File: config.mk
export PLATFORM = sky130hd
export DESIGN_NAME = serial_add_sub
export DESIGN_NICKNAME = d
export VERILOG_FILES = /design/src/rtl/serial_add_sub.sv
export SDC_FILE = /design/constraint.sdc
export NUM_CORES = 1
export LEC_CHECK = 0
export ABC_CLOCK_PERIOD_IN_PS = 2400
export CORE_MARGIN = 2
export CORE_UTILIZATION = 35
export CTS_CLUSTER_DIAMETER = 150
export DETAILED_ROUTE_END_ITERATION = 10
export PLACE_DENSITY = 0.71
export RECOVER_POWER = 100
export SLEW_MARGIN = 10
export SYNTH_ARGS = -nofsm -noshare
export SYNTH_HDL_FRONTEND = slang
export SYNTH_SLANG_ARGS = --single-unit
File: constraint.sdc
create_clock -name clk -period 2.4 [get_ports clk]
set_clock_uncertainty 0.15 [all_clocks]
set_input_delay 0.36 -clock clk [delete_from_list [all_inputs] [get_ports clk]]
set_output_delay 0.36 -clock clk [all_outputs]
set_load 0.005 [all_outputs]
File: src/rtl/serial_add_sub.sv
`default_nettype none
// ============================================================================
// Module      : serial_add_sub
// Description : Bit-serial WIDTH-bit two's-complement adder/subtractor.
//               One full-adder slice plus a carry flop, LSB first, one bit
//               per clock, behind a start/busy/done handshake.
// Revision    : 1.0 - initial release
// ============================================================================
module serial_add_sub #(
    parameter int WIDTH = 4
) (
    input  logic             clk,
    input  logic             reset,
    input  logic             start,
    input  logic             subtract,
    input  logic [WIDTH-1:0] a,
    input  logic [WIDTH-1:0] b,
    output logic             busy,
    output logic             done,
    output logic [WIDTH-1:0] result,
    output logic             carryout,
    output logic             overflow,
    output logic             zero
);

    localparam int            CW     = (WIDTH > 1) ? $clog2(WIDTH) : 1;
    localparam logic [CW-1:0] c_LAST = CW'(WIDTH - 1);

    localparam logic [1:0] c_IDLE = 2'd0;
    localparam logic [1:0] c_RUN  = 2'd1;
    localparam logic [1:0] c_DONE = 2'd2;

    logic [1:0]       r_state;
    logic [1:0]       w_next_state;

    logic [WIDTH-1:0] r_a;
    logic [WIDTH-1:0] r_b;          // already inverted for subtraction
    logic             r_c;
    logic [CW-1:0]    r_idx;
    logic [WIDTH-1:0] r_result;
    logic             r_cout;
    logic             r_ovf;
    logic             r_zero;

    logic             w_accept;
    logic             w_last;
    logic             w_abit;
    logic             w_bbit;
    logic             w_sum;
    logic             w_cnext;
    logic [WIDTH-1:0] w_result_next;

    // DONE accepts a new request just like IDLE; RUN ignores start.
    assign w_accept = start && (r_state != c_RUN);
    assign w_last   = (r_idx == c_LAST);

    // Single full-adder slice working on the current bit position.
    always_comb begin
        w_abit        = r_a[r_idx];
        w_bbit        = r_b[r_idx];
        w_sum         = w_abit ^ w_bbit ^ r_c;
        w_cnext       = (w_abit & w_bbit) | (w_abit & r_c) | (w_bbit & r_c);
        w_result_next = r_result;
        w_result_next[r_idx] = w_sum;
    end

    // State register.
    always_ff @(posedge clk) begin
        if (reset) begin
            r_state <= c_IDLE;
        end else begin
            r_state <= w_next_state;
        end
    end

    // Next-state logic: a request runs WIDTH bit steps, then one DONE cycle.
    always_comb begin
        w_next_state = r_state;
        case (r_state)
            c_IDLE:  w_next_state = start ? c_RUN : c_IDLE;
            c_RUN:   w_next_state = w_last ? c_DONE : c_RUN;
            c_DONE:  w_next_state = start ? c_RUN : c_IDLE;
            default: w_next_state = c_IDLE;
        endcase
    end

    // Handshake outputs decoded from the state.
    always_comb begin
        busy = 1'b0;
        done = 1'b0;
        case (r_state)
            c_RUN:   busy = 1'b1;
            c_DONE:  done = 1'b1;
            default: begin
                busy = 1'b0;
                done = 1'b0;
            end
        endcase
    end

    // Operand latch, serial datapath and flag capture on the MSB step.
    always_ff @(posedge clk) begin
        if (reset) begin
            r_a      <= '0;
            r_b      <= '0;
            r_c      <= 1'b0;
            r_idx    <= '0;
            r_result <= '0;
            r_cout   <= 1'b0;
            r_ovf    <= 1'b0;
            r_zero   <= 1'b0;
        end else if (w_accept) begin
            r_a      <= a;
            r_b      <= subtract ? ~b : b;
            r_c      <= subtract;           // +1 completes the two's complement
            r_idx    <= '0;
            r_result <= '0;
            r_cout   <= 1'b0;
            r_ovf    <= 1'b0;
            r_zero   <= 1'b0;
        end else if (r_state == c_RUN) begin
            r_result <= w_result_next;
            r_c      <= w_cnext;
            if (w_last) begin
                r_cout <= w_cnext;
                r_ovf  <= r_c ^ w_cnext;    // carry into MSB xor carry out
                r_zero <= (w_result_next == '0);
            end else begin
                r_idx  <= r_idx + 1'b1;     // parks at the MSB, never wraps
            end
        end
    end

    assign result   = r_result;
    assign carryout = r_cout;
    assign overflow = r_ovf;
    assign zero     = r_zero;

endmodule
`default_nettype wire
Word-level counts from Yosys, hierarchy flattened
Index checks and enable logic that the tools add are counted.
- $lt $le $gt $ge: 2
- eq/ne operators: 4
- mux-type cells: 15
- bitwise operators: 10
- add/subtract/negate cells: 1
- multipliers: 0
- shift operators: 0
- reductions and logical operators: 9
- div/mod/pow operators: 0
- operator list (cell ; count):
    $mux 1 ; 8
    $bmux 1 s2 ; 2
    $bwmux 4 ; 1
    $eq 2x2->1 const B ; 2
    $logic_not 4->1 ; 1
    $mux 4 ; 1
    $not 4->4 ; 1
    $pmux 2 s2 ; 1
    $reduce_and 2->1 ; 2
    $reduce_or 2->1 ; 2
    $and 1x1->1 ; 3
    $lt 2x3->1 const B ; 1
    $xor 1x1->1 ; 3
    $add 2x1->2 const B ; 1
    $demux 1 s2 ; 1
    $eq 2x1->1 const B ; 1
    $ge 2x1->1 const B ; 1
    $logic_and 1x1->1 ; 2
    $logic_not 2->1 ; 1
    $mux 2 ; 1
    $ne 2x1->1 const B ; 1
    $or 1x1->1 ; 2
    $reduce_bool 2->1 ; 1
    $not 1->1 ; 1
- memory bits (read-only): 0
- memory bits (writable): 0
- memories: 0
- bits in latches: 0
- bits in registers: 20
- output and inout port bits: 9
- logic and storage cells: 50

Depth between registers and ports, before layout
Gate-level depths: netlist of run 1.
- depth after elaboration: 7
- gate-level depth with buffers: 6
- mapped depth without buffers: 6

Worst setup path after synthesis of run 1
OpenSTA, ideal clock, no wires.
- path type: reg2reg
- start: register r_idx[0]
- end: register r_result[0] (netlist: result[0])
- path buffers: 0
- cell stages (with the launch flop): 5
- arrival: 1741 ps
- path slack: 418 ps
- clock period less this slack: 1982 ps
- path through: dfxtp_1 > mux4_2 > inv_1 > fa_1 > a311oi_1
- cells in the longest elaborated chain, start to end: 5
- elaborated cells on any way between the ends: 12
- those cells by class: order compare (2); mux (7); bitwise (2); reduce/logical (1)
- RTL lines (element ; line ; source):
    from (decl) ; 39 ; logic [CW-1:0] r_idx;
    from (signal assigned) ; 129 ; r_idx <= r_idx + 1'b1;
    $lt 2x3->1 (not written as such), or another cell as far along ; 64 ; w_result_next[r_idx] = w_sum;
    $logic_and 1x1->1 (not written as such), or another cell as far along ; 64 ;
    $mux 1 (not written as such) / $xor 1x1->1 (equally long branches) ; 64, 61 ;
    $demux 1 s2 / $xor 1x1->1 (equally long branches) ; 64, 61 ;
    $bwmux 4 (*) ; 64 ;
    to (signal assigned) ; 122 ; r_result <= w_result_next;
    to (decl) ; 40 ; logic [WIDTH-1:0] r_result;
Mark *: on every way between the ends. The rest lies on a longest branch, timed or not. The select of a mux whose other input is x is not followed.
A chain may end at the register's enable or synchronous reset.

Final worst setup path of run 1
- start: register r_state[0]
- end: output port busy
- cells in the longest elaborated chain, start to end: 2
- RTL lines (element ; line ; source):
    from (decl) ; 33 ; logic [1:0] r_state;
    from (signal assigned) ; 70 ; r_state <= c_IDLE;
    from (signal assigned) ; 72 ; r_state <= w_next_state;
    $eq 2x1->1 ; 91 ; case (r_state)
    $mux 1 ; 91 ;
    to (decl) ; 18 ; output logic busy,
Every way passes these cells.

==> results of run 1 <==
==> metal layers <==
metal	part of all wire [%]	track usage [%]
met5	0	0
met4	0	2.04
met3	6.6	4.15
met2	47	21.1
met1	46	14.4
==> cells by family (layout without fill, tap and decap cells) <==
family	after synthesis	after routing	synth area share [%]
AOI/OAI and AO/OA	32	32	20.8
DFF	20	20	41.2
and+or+nand+nor	20	20	11.8
buffers and inverters	16	34	7.85
xor gates and xnor gates	6	6	5.41
adders and majority gates	5	5	7.21
muxes	3	3	5.66
==> registers in the layout (all words and copies together) (netlist names) <==
signal / flops
r_a: 4
r_b: 4
result: 4
r_idx: 2
r_state: 2
carryout: 1
overflow: 1
r_c: 1
zero: 1
==> power by group through the flow <==
| stage | combinational [mW] | sequential, mW | clock, mW |
|---|---|---|---|
| 6_report | 0.118 | 0.361 | 0.201 |
| 5_1_grt | 0.132 | 0.363 | 0.219 |
| 4_1_cts | 0.120 | 0.361 | 0.206 |
| 3_5_place_dp | 0.120 | 0.368 | 0 |
| 3_3_place_gp | 0.116 | 0.368 | 0 |
| 2_1_floorplan | 0.0845 | 0.365 | 0 |
==> Yosys cell counts (2+ instances only) <==
master and count:
nor2_1 7, a311oi_1 3, inv_1 9, nand2b_1 2, a211oi_1 8, clkbuf_1 3
buf_4 2, o21ai_0 5, nand2_1 2, dfxtp_1 20, nand3_1 4, ha_1 4
a21oi_1 13, xnor2_1 6, mux4_2 2
==> placed cells by master (no fill, tap or decap), drive strengths merged <==
master and count:
nor2b 1, clkdlybuf4s50 11, nor3b 1, nor2 7, a21oi 13, nand2b 3
dfxtp 20, and3b 1, ha 4, o21ai 5, mux4 2, fa 1
clkbuf 4, nand3 4, xnor2 6, buf 1, and2b 1, nand2 2
inv 9, a21o 1, a311oi 3, o211a 1, mux2i 1, a211oi 8
dlygate4sd3 9, o2111ai 1
==> worst max path at each step <==
| stage | from | end | slack (ns) | depth (start not counted) |
|---|---|---|---|---|
| after global routing | r_state[0] | busy | 0.05 | 3 |
| after CTS | r_state[1] | busy | 0.12 | 3 |
| final | r_state[0] | busy | 0.14 | 3 |
| after detailed placement | r_idx[0] | result[1] | 0.29 | 4 |
| after floorplan | r_idx[0] | result[0] | 0.42 | 4 |
| after global placement | r_idx[0] | zero | 0.35 | 5 |
==> cell type report <==
| class | instances | share of cell area, % |
|---|---|---|
| tap | 31 | 3.21 |
| clock buffer | 4 | 3.01 |
| sequential | 20 | 33.2 |
| inverter | 9 | 2.80 |
| multi-input combinational | 66 | 40.6 |
| timing repair buffer | 21 | 17.2 |
==> worst max-delay path, delay by kind of cell (launching register included) <==
family	cells	cell delay, ns
buf+inv	2	0.87
flops	1	0.43
simple gates	1	0.14
==> results.toml, run 1 <==
[run_status]
run_status = "finished clean"

[clocking]
ctsHoldBuffers = 0
clk_latency_ns = 0.31
cts-root-buf = "clkbuf_4"
cts_buffers = 3
h-tree-depth = 1
cts_tree = "yes"
postCtsSetupBuffers = 0
cts_sinks = 20
cts_buffer_depth = 2
cts_resized = 0
clk_pin_slew_ns = 0.11

[sta]
worstMarginPinSlew_ns = 0.485
holdWs_ns = 0.345
setup_tns_ns = 0
period_minus_slack_ns = 2.26
worst_slack_ns = 0.141
fin_crit_sh_pct = 94.1
drv_slew = 0
fmax_mhz = 443
rsz0062_at_grt = "no"
finalSetupViolCount = 0
slew_headroom_pct = 67.6
hold_viol = 0

[grt]
antenna_found_initial = 0
grt_max_degree = 14
grt_pass1_vias = 735
grt_usage_pct = 12.1
grt_overflow = 0
grt_pass1_wl_um = 3110

[power]
seqPwrFrac_pct = 53.1
power_frac_comb_pct = 17.3
p_leak_nw = 0.457
irDropWorstVdd_mv = 0.348
clockPowerShare_pct = 29.6
power_mw = 0.680
power_density_mw_per_mm2 = 563
p_int_mw = 0.501
sw_frac_of_total_pct = 26.3
p_sw_mw = 0.179

[logic_synthesis]
synth_area_um2 = 972
yosys_warnings = 0
synth_edf_count = 0
ys_types = 27
async_flop_share_pct = 0
ys_top_cells_by_area = "dfxtp_1 41%, a21oi_1 6.7%, a211oi_1 6.2%, xnor2_1 5.4%, ha_1 5.1%"
synth_top_area_cell = "dfxtp_1"
ys_ff_latch = 20
syn_area_per_cell_um2 = 9.53
synth_fp_nets = 119
synth_seq_area_share_pct = 41.2
syn_inst = 102
synth_ff_type = "dfxtp_1"
synth_top_area_share_pct = 41.2

[critical_path]
slowest_delay_ns = 0.57
cp-end-kind = "primary output"
regToRegEndpoint = "result[1]"
worst-endpoint-arrival_ns = 1.75
cp-start-kind = "register"
worstSetupPathType = "register to primary output"
regToRegStartpoint = "r_idx[0]"
path_max_fanout = 13
r2r_cells = 4
critical_path_required_ns = 1.89
cp_slowest_cell = "clkdlybuf4s50_1"
worstPathCellList = "nand2b_4, inv_1, clkdlybuf4s50_1"
r2r_setup_slack_ns = 0.27

[die]
start_util_pct = 36.2
pin_count = 21
die_height_um = 56.7
fp.dieW_um = 56.7
die_area_mm2 = 0.00322
num_rows = 19
core_mm2 = 0.00269

[finish]
nets = 138
num_antenna_cells = 0
multi_input_area_um2 = 490
drive_gt1_share_pct = 6.67
regArea_um2 = 400
final_util_pct = 44.9
area_growth_pct = 24.2
fin_area_mm2 = 0.00121
fill_cells = 270
final_cells = 151

[route]
drc = 0
routed_wl_um = 1840
dr_total_vias = 804
vias_per_cell = 5.32
antenna_left = 0
drt_iter0_drc = 28
wl_per_cell_um = 12.2
firstDrtPassIters = 4

[placement]
dp_cells = 147
place_congestion = 0.772
portBuffers = 20
dp_hpwl_um = 1370
placed_area_mm2 = 0.00118
dp_slack_ns = 0.288

[job]
drv_cap = 0

[min_path]
hold_path_class = "register to register"
hold_path_startpoint = "r_a[0]"
holdPathStages = 2
whs_endpoint = "r_a[0]"
No activity file was read; power rests on OpenSTA's default activity.
==> inputs of run 2 (changes only) <==
--- a/config.mk
+++ b/config.mk
@@ -6,7 +6,6 @@
 export NUM_CORES = 1
 export LEC_CHECK = 0
 export ABC_CLOCK_PERIOD_IN_PS = 2400
-export CORE_MARGIN = 2
 export CORE_UTILIZATION = 35
 export CTS_CLUSTER_DIAMETER = 150
 export DETAILED_ROUTE_END_ITERATION = 10
==> results.toml, run 2 (same netlist as run 1, synthesis figures left out) <==
[finish]
drive_gt1_share_pct = 6.67
area_growth_pct = 25.7
final_util_pct = 48.0
fill_cells = 241
regArea_um2 = 400
num_antenna_cells = 0
multi_input_area_um2 = 490
fin_area_mm2 = 0.00122
final_common_cell = "dfxtp_1"
final_cells = 150
mostFrequentLayoutCells = "20 x dfxtp_1, 13 x a21oi_1, 11 x clkdlybuf4s50_1, 9 x inv_1, 9 x dlygate4sd3_1"
nets = 138

[route]
wl_per_cell_um = 11.3
vias_per_cell = 5.15
antenna_left = 0
routed_wl_um = 1690
drt_iter0_drc = 10
firstDrtPassIters = 4
drc = 0
dr_total_vias = 772

[sta]
worstMarginPinSlew_ns = 0.443
drv_slew = 0
holdWs_ns = 0.333
fmax_mhz = 448
worst_slack_ns = 0.168
fin_crit_sh_pct = 93.0
setup_tns_ns = 0
finalSetupViolCount = 0
rsz0062_at_grt = "no"
hold_viol = 0
slew_headroom_pct = 70.3
period_minus_slack_ns = 2.23

[min_path]
holdPathStages = 2
hold_path_class = "register to register"

[clocking]
clk_latency_ns = 0.30
postCtsSetupBuffers = 0
cts_buffer_depth = 2
cts_buffers = 3
cts-root-buf = "clkbuf_4"
clk_pin_slew_ns = 0.11
cts_resized = 0
h-tree-depth = 1
cts_tree = "yes"
ctsHoldBuffers = 0
cts_sinks = 20

[grt]
grt_max_degree = 14
antenna_found_initial = 0
grt_overflow = 0
grt_usage_pct = 13.7
grt_pass1_wl_um = 2910
grt_pass1_vias = 717

[power]
irDropWorstVdd_mv = 0.376
power_mw = 0.747
p_leak_nw = 0.464
power_density_mw_per_mm2 = 611

[die]
start_util_pct = 38.2
core_mm2 = 0.00254
fp.dieW_um = 54.7
die_height_um = 54.7
die_area_mm2 = 0.00299
pin_count = 21
num_rows = 18

[placement]
dp_cells = 146
dp_slack_ns = 0.245
place_congestion = 0.741
placed_area_mm2 = 0.00117
dp_hpwl_um = 1320
portBuffers = 20

[critical_path]
critical_path_required_ns = 1.89
path_max_fanout = 13
worstSetupPathType = "register to primary output"
cp-start-kind = "register"
r2r_cells = 4
worst-endpoint-arrival_ns = 1.72
cp-end-kind = "primary output"

[run_status]
run_status = "finished clean"

[job]
drv_cap = 0
run 2: cell types whose count changed in the layout (fill, tap and decap cells not counted):
| cell | change |
|---|---|
| bufinv_16 | +1 |
| clkbuf_8 | -1 |
run 2: worst max-delay path, stage by stage (launching register included):
cell and delay [ns]:
dfxtp_1 0.43, nand2b_4 0.13, inv_1 0.29, clkdlybuf4s50_1 0.58
run 2: routing by layer:
| metal | vias up | routed length (um) | track usage (%) |
|---|---|---|---|
| met5 | - | 0 | 0 |
| met4 | 0 | 23 | 6.41 |
| met3 | 3 | 71 | 2.50 |
| met2 | 19 | 803 | 23.1 |
| met1 | 358 | 793 | 16.5 |
| li1 | 392 | - | - |
run 2: worst paths after layout:
path                            startpoint        end  slack, ns
worst max-delay path            r_state[0]       busy       0.17
worst min register to register      r_a[2]     r_a[2]       0.33
worst min-delay path                r_a[2]     r_a[2]       0.33
worst max register to register    r_idx[0]  result[2]       0.25
run 2: layout make-up:
cell class              count  share of cell area, %
clock buffers               3                   1.84
clock inverters             1                   2.46
inverters                   9                   2.76
multi-input cells          66                   40.1
flip-flops and latches     20                   32.8
well taps                  30                   3.07
repair buffers             21                   17.0
run 2: where the power goes:
| group | total (mW) | internal, mW | leakage [nW] | switching (mW) |
|---|---|---|---|---|
| sequential | 0.360 | 0.348 | 0.163 | 0.0123 |
| combinational | 0.116 | 0.0604 | 0.272 | 0.0560 |
| clock | 0.270 | 0.169 | 0.0279 | 0.101 |
==> inputs of run 3 (changes only) <==
--- a/config.mk
+++ b/config.mk
@@ -9,6 +9,7 @@
 export CORE_UTILIZATION = 35
 export CTS_CLUSTER_DIAMETER = 150
 export DETAILED_ROUTE_END_ITERATION = 10
+export HOLD_SLACK_MARGIN = 0.1
 export PLACE_DENSITY = 0.71
 export RECOVER_POWER = 100
 export SLEW_MARGIN = 10
==> results of run 3 <==
Same layout as run 2: the final DEF is identical, and so are final timing and power.
